==> config.mk <==
export PLATFORM = sky130hd
export DESIGN_NAME = dmem_arbiter
export DESIGN_NICKNAME = d
export VERILOG_FILES = /design/src/rtl/dmem_arbiter.sv
export SDC_FILE = /design/constraint.sdc
export NUM_CORES = 1
export LEC_CHECK = 0
export CAP_MARGIN = 25
export CORE_AREA = 2 2 109 111
export DETAILED_ROUTE_END_ITERATION = 10
export DIE_AREA = 0 0 111 113
export PLACE_DENSITY = 0.69
export REMOVE_ABC_BUFFERS = 1
export SKIP_LAST_GASP = 1
export SYNTH_ARGS = -nofsm -noshare
export SYNTH_HDL_FRONTEND = slang
export SYNTH_SLANG_ARGS = --single-unit
export TNS_END_PERCENT = 20
==> constraint.sdc <==
create_clock -name clk -period 2.39 [get_ports clk]
set_input_delay 0.478 -clock clk [delete_from_list [all_inputs] [get_ports clk]]
set_output_delay 0.478 -clock clk [all_outputs]
set_load 0.02 [all_outputs]
==> src/rtl/dmem_arbiter.sv <==
`default_nettype none
// ============================================================================
// Module      : dmem_arbiter
// Description : Shares one single-ported, 1-cycle-latency data memory between
//               the CPU memory stage (port C) and a DMA/peripheral master
//               (port D). At most one access is issued per cycle. Port C wins
//               by default. Port D wins when C is idle, or once it has been
//               blocked MAX_WAIT times.
// Revision    : 1.0 - initial release
// ----------------------------------------------------------------------------
// Ports:
//   clk, rst                 clock, synchronous active-high reset
//   cpu_req/we/addr/wdata    CPU access request (held while cpu_stall=1)
//   cpu_rdata, cpu_stall     CPU read data (valid when stall falls), stall
//   dma_req/we/addr/wdata    DMA request (held stable until dma_gnt)
//   dma_gnt                  DMA access issued this cycle (pulse)
//   dma_rvalid, dma_rdata    DMA read data return (pulse)
//   mem_re/we/addr/wdata     memory command, word addressed
//   mem_rdata                memory read data, valid 1 cycle after mem_re
// ============================================================================
module dmem_arbiter #(
    parameter int MEM_AW   = 16,
    parameter int MAX_WAIT = 4
) (
    input  logic              clk,
    input  logic              rst,
    input  logic              cpu_req,
    input  logic              cpu_we,
    input  logic [31:0]       cpu_addr,
    input  logic [31:0]       cpu_wdata,
    output logic [31:0]       cpu_rdata,
    output logic              cpu_stall,
    input  logic              dma_req,
    input  logic              dma_we,
    input  logic [31:0]       dma_addr,
    input  logic [31:0]       dma_wdata,
    output logic              dma_gnt,
    output logic              dma_rvalid,
    output logic [31:0]       dma_rdata,
    output logic              mem_re,
    output logic              mem_we,
    output logic [MEM_AW-1:0] mem_addr,
    output logic [31:0]       mem_wdata,
    input  logic [31:0]       mem_rdata
);

    typedef enum logic [1:0] {
        IDLE = 2'd0,
        RD_C = 2'd1,
        RD_D = 2'd2
    } state_t;

    state_t     state;
    logic [3:0] wait_cnt;

    logic idle;
    logic d_wins;
    logic issue_c;
    logic issue_d;

    // Byte-lane bits and bits above the memory window are not used.
    logic unused_addr_bits;
    assign unused_addr_bits = ^{cpu_addr[1:0], cpu_addr[31:MEM_AW+2],
                                dma_addr[1:0], dma_addr[31:MEM_AW+2]};

    // Issue is only possible in IDLE and never while reset is held.
    assign idle    = (state == IDLE) && !rst;
    assign d_wins  = dma_req && ((wait_cnt >= 4'(MAX_WAIT)) || !cpu_req);
    assign issue_d = idle && d_wins;
    assign issue_c = idle && cpu_req && !d_wins;

    // Memory command: the winner's fields are steered onto the bus; enables
    // are only raised in an actual issue cycle.
    assign mem_re    = (issue_c && !cpu_we) || (issue_d && !dma_we);
    assign mem_we    = (issue_c &&  cpu_we) || (issue_d &&  dma_we);
    assign mem_addr  = d_wins ? dma_addr[MEM_AW+1:2] : cpu_addr[MEM_AW+1:2];
    assign mem_wdata = d_wins ? dma_wdata : cpu_wdata;

    // Read data is a straight passthrough; the qualifiers say who owns it.
    assign cpu_rdata  = mem_rdata;
    assign dma_rdata  = mem_rdata;
    assign dma_gnt    = issue_d;
    assign dma_rvalid = (state == RD_D) && !rst;

    // Stall: a C write retires in its issue cycle, a C read releases in RD_C,
    // and a C request that meets RD_D or loses arbitration must wait.
    always_comb begin
        cpu_stall = 1'b0;
        if (!rst) begin
            case (state)
                IDLE:    cpu_stall = cpu_req && (d_wins || !cpu_we);
                RD_C:    cpu_stall = 1'b0;
                RD_D:    cpu_stall = cpu_req;
                default: cpu_stall = 1'b0;
            endcase
        end
    end

    always_ff @(posedge clk) begin
        if (rst) begin
            state    <= IDLE;
            wait_cnt <= 4'd0;
        end else begin
            case (state)
                IDLE: begin
                    if (issue_c && !cpu_we) begin
                        state <= RD_C;
                    end else if (issue_d && !dma_we) begin
                        state <= RD_D;
                    end
                end
                RD_C:    state <= IDLE;
                RD_D:    state <= IDLE;
                default: state <= IDLE;
            endcase

            // Count how often a pending D request lost to C; saturate at 15.
            if (issue_d) begin
                wait_cnt <= 4'd0;
            end else if (issue_c && dma_req && (wait_cnt != 4'd15)) begin
                wait_cnt <= wait_cnt + 4'd1;
            end
        end
    end

endmodule
`default_nettype wire

# [Word-level counts from Yosys, hierarchy flattened]
# Cells that the tools add are included.
[totals] ff_bits=6 in_bits=166 out_inout_bits=117 wordCells=41
[classes] addsub=1 magnitude_cmp=1 n_eq_ne=2 muxes=6 bitwise=1 reduce_logical=27
[op_table] operator="32-bit two-way mux" count=1
[op_table] operator="16-bit two-way mux" count=1
[op_table] operator="1-bit logical AND" count=13
[op_table] operator="1-bit logical NOT" count=5
[op_table] operator="4-bit by 1-bit adder with 4-bit output (second input constant)" count=1
[op_table] operator="4-bit by 3-bit greater-or-equal comparator with 1-bit output (second input constant)" count=1
[op_table] operator="1-bit logical OR" count=4
[op_table] operator="4-bit != test (second input constant)" count=1
[op_table] operator="2-bit OR reduction" count=2
[op_table] operator="1-bit two-way mux" count=3
[op_table] operator="3-bit OR reduction" count=1
[op_table] operator="2-bit equality test (second input constant)" count=1
[op_table] operator="2-bit logical NOT" count=1
[op_table] operator="1-bit one-hot mux with 2 select lines" count=1
[op_table] operator="2-bit nonzero test" count=1
[op_table] operator="1-bit NOT" count=1

# [Depth between registers and ports, before layout]
[logic_depth] depth_word=7 ltp_mapped=4 mapped_depth_nobuf=3

# [Worst setup path before layout]
# No wires, ideal clock.
[synth_path] path_type="in2out" from="input port cpu_req" to="output port mem_addr[0]" arrival_ns=1.586 required_ns=1.912 path_slack_ns=0.326 path_stages=4 path_buffers=1 path_cell_list="or3b_1 nand2_2 buf_6 mux2_2"
[synth_via] elab_chain_cells=4
[synth_lines] element="start, declared" line_no="27" text="input logic cpu_req,"
[synth_lines] element="1-bit logical NOT" line_no="68" text="assign d_wins = dma_req && ((wait_cnt >= 4'(MAX_WAIT)) || !cpu_req);"
[synth_lines] element="1-bit logical OR" line_no="68"
[synth_lines] element="1-bit logical AND" line_no="68"
[synth_lines] element="16-bit two-way mux" line_no="76" text="assign mem_addr = d_wins ? dma_addr[MEM_AW+1:2] : cpu_addr[MEM_AW+1:2];"
[synth_lines] element="end, declared" line_no="42" text="output logic [MEM_AW-1:0] mem_addr,"
# No other way between the ends.

# [Worst setup path after layout]
[layout_path] from="register wait_cnt[3]" to="output port mem_wdata[13]"
[layout_via] elab_chain_cells=4
[layout_lines] element="start, declared" line_no="54" text="logic [3:0] wait_cnt;"
[layout_lines] element="start signal, assigned" line_no="121" text="wait_cnt <= wait_cnt + 4'd1;"
[layout_lines] element="4-bit by 3-bit greater-or-equal comparator with 1-bit output" line_no="68"
[layout_lines] element="1-bit logical OR" line_no="68"
[layout_lines] element="1-bit logical AND" line_no="68"
[layout_lines] element="32-bit two-way mux" line_no="77" text="assign mem_wdata = d_wins ? dma_wdata : cpu_wdata;"
[layout_lines] element="end, declared" line_no="43" text="output logic [31:0] mem_wdata,"
# No other way between the ends.

==> flow_summary.yaml <==
power_and_ir_drop:
  peakVddDrop_mv: 0.314
  p_leak_nw: 1.31
  power_mw: 0.965
  power_density_nw_per_um2: 317
timing:
  tightest_slew_ns: 0.474
  hold_viol: 0
  setup_slack_ns: -0.148
  timing.final.crit_share_pct: 106
  drv_slew: 0
  setup_viol: 37
  slew_headroom_pct: 67.9
  skew_ns: 0.000481
  min_period_ns: 2.54
  max_freq_ghz: 0.394
  rsz0062_at_grt: "true"
min_path:
  worstHoldPathType: "flip-flop to flip-flop"
drt:
  drc_errors: 0
  avgViaCountPerCell: 3.97
  firstDrtPassIters: 4
  wl_um: 9810
  num_vias: 1664
  wl_per_cell_um: 23.4
  final_antenna_net_count: 0
  drtIter0Drc: 51
clock_tree:
  cts.reportedPaths.clkPinSlew_ns: 0.03
  clk_latency_ns: 0.23
  clk_path_buf_depth: 2
  cts_tree: "yes"
  postCtsHoldBufs: 0
  cts_root_buf: "clkbuf_16"
  cts_sinks: 6
  cts_buffers: 3
  htree_levels: 1
synth:
  synth_edf_count: 0
  ys_ff_latch: 6
  synth_ff_type: "dfxtp_1"
  synth_warnings: 0
  synth_cells: 159
  synth_area_um2: 1410
  async_flop_share_pct: 0
  syn-mean-instance-area_um2: 8.87
  ys_seq_area_share_pct: 8.52
  synth_cell_types: 26
global_route:
  grt_overflow: 0
  grt_max_degree: 17
  antenna_found_initial: 0
  track_usage_pct: 14.7
  grt_pass1_vias: 1853
  grt_pass1_wl_um: 13300
floorplan:
  core-area_um2: 11300
  start_util_pct: 12.5
  dieWidth_um: 111
  dieHeight_um: 113
  rows: 39
  ios: 283
  design.die.area_um2: 12500
layout:
  multi_input_area_um2: 787
  drive_gt1_share_pct: 41.7
  finalInstanceArea_um2: 3050
  register_area_um2: 121
  area.growth.synth_to_final_pct: 116
  final_cells: 419
  nNetsFinal: 445
  final.fill_count: 1190
  diodes: 0
  fin_util_pct: 27.0
setup_path:
  critPathMaxFanout: 8
  arrival_ns: 2.06
  start_kind: "flip-flop"
  end_kind: "primary output"
  critical_path_class: "flip-flop to primary output"
  crit_required_ns: 1.91
flow_run:
  drv_cap: 0
placed_design:
  dp.cells: 398
  dp_hpwl_um: 8290
  placed_area_um2: 2670
  numPortBuffers: 154
  gp_congestion: 0.855
status:
  run_status: "complete, but fails checks"
  violations: "setup timing"
## routing by layer
metal	wire, um	track usage, %
met5	41	2.35
met4	53	1.25
met3	2240	14.8
met2	3850	20.5
met1	3630	16.2
## Yosys cell counts, types with 2 or more instances
cell type / n / share of area [%]
o21ai_0: 2 / 0.71
buf_4: 64 / 34
nor2_1: 6 / 1.6
inv_1: 4 / 1.1
mux2_2: 48 / 38
buf_6: 5 / 4.0
dfxtp_1: 6 / 8.5
nand2_1: 2 / 0.53
nor3_1: 2 / 0.71
nand3_1: 2 / 0.71
a21oi_1: 3 / 1.1
## power by group
group	leakage (nW)	switching, mW	internal, mW	total, mW
combinational	1.22	0.230	0.357	0.587
sequential	0.0491	0.00191	0.103	0.105
clock	0.0370	0.0581	0.215	0.273
## logic make-up after synthesis
kind of cell | synth area share, %
adders and majority gates | 0.887
buffers and inverters | 39.5
DFF | 8.52
muxes | 38.3
and+or+nand+nor | 8.16
AOI/OAI and AO/OA | 4.61
## cells in the final DEF (no fill, tap or decap), types with 5 or more instances in the layout
master,Yosys,layout
mux2_2,48,38
buf_6,5,13
dfxtp_1,6,5
buf_4,64,29
dlygate4sd2_1,0,7
mux2_4,0,10
nor2_1,6,6
clkdlybuf4s15_1,0,16
buf_2,1,5
clkdlybuf4s50_1,0,101
## critical path: stages, from the launching register on
cell	delay (ns)
dfxtp_2	0.31
or3b_4	0.43
nand2_8	0.09
buf_6	0.11
buf_12	0.12
buf_16	0.13
buf_4	0.13
mux2_2	0.34
buf_4	0.17
## per-stage QoR
| step | setup WS, ns | TNS, ns | hold slack, ns |
|---|---|---|---|
| after floorplan | -0.0711 | -3.41 | 0.447 |
| after global placement | -0.730 | -31.76 | 0.463 |
| after detailed placement | -0.710 | -31.24 | 0.491 |
| after CTS | -0.276 | -5.97 | 0.495 |
| after global routing | -0.207 | -6.19 | 0.508 |
| final | -0.148 | -3.82 | 0.490 |
## path summary, 6_finish.rpt
kind	from	to	slack (ns)	cells after the start
max	wait_cnt[3]	mem_wdata[13]	-0.15	8
min	wait_cnt[1]	wait_cnt[1]	0.49	2
max reg2reg	state[0]	wait_cnt[0]	0.79	4
min reg2reg	wait_cnt[1]	wait_cnt[1]	0.49	2
## area by class of cell
class,instances,share of cell area [%]
Clock buffer,3,2.47
Timing Repair Buffer,184,61.3
Multi-Input combinational cell,79,25.8
Tap cell,143,5.88
Sequential cell,6,3.99
Inverter,4,0.493
## registers in the layout (all words and copies together) (netlist names)
name,cells
state,2
wait_cnt,4
## what timing repair did
action | 4_1_cts | 5_1_grt
hold endpoints to repair | 0 | 0
setup endpoints to repair | 52 | 50
gates resized for setup | 118 | 38
buffers inserted | 9 | 5
pin swaps | 1 | 2
gates cloned | 4 | 1
No activity file was read; power rests on OpenSTA's default activity.
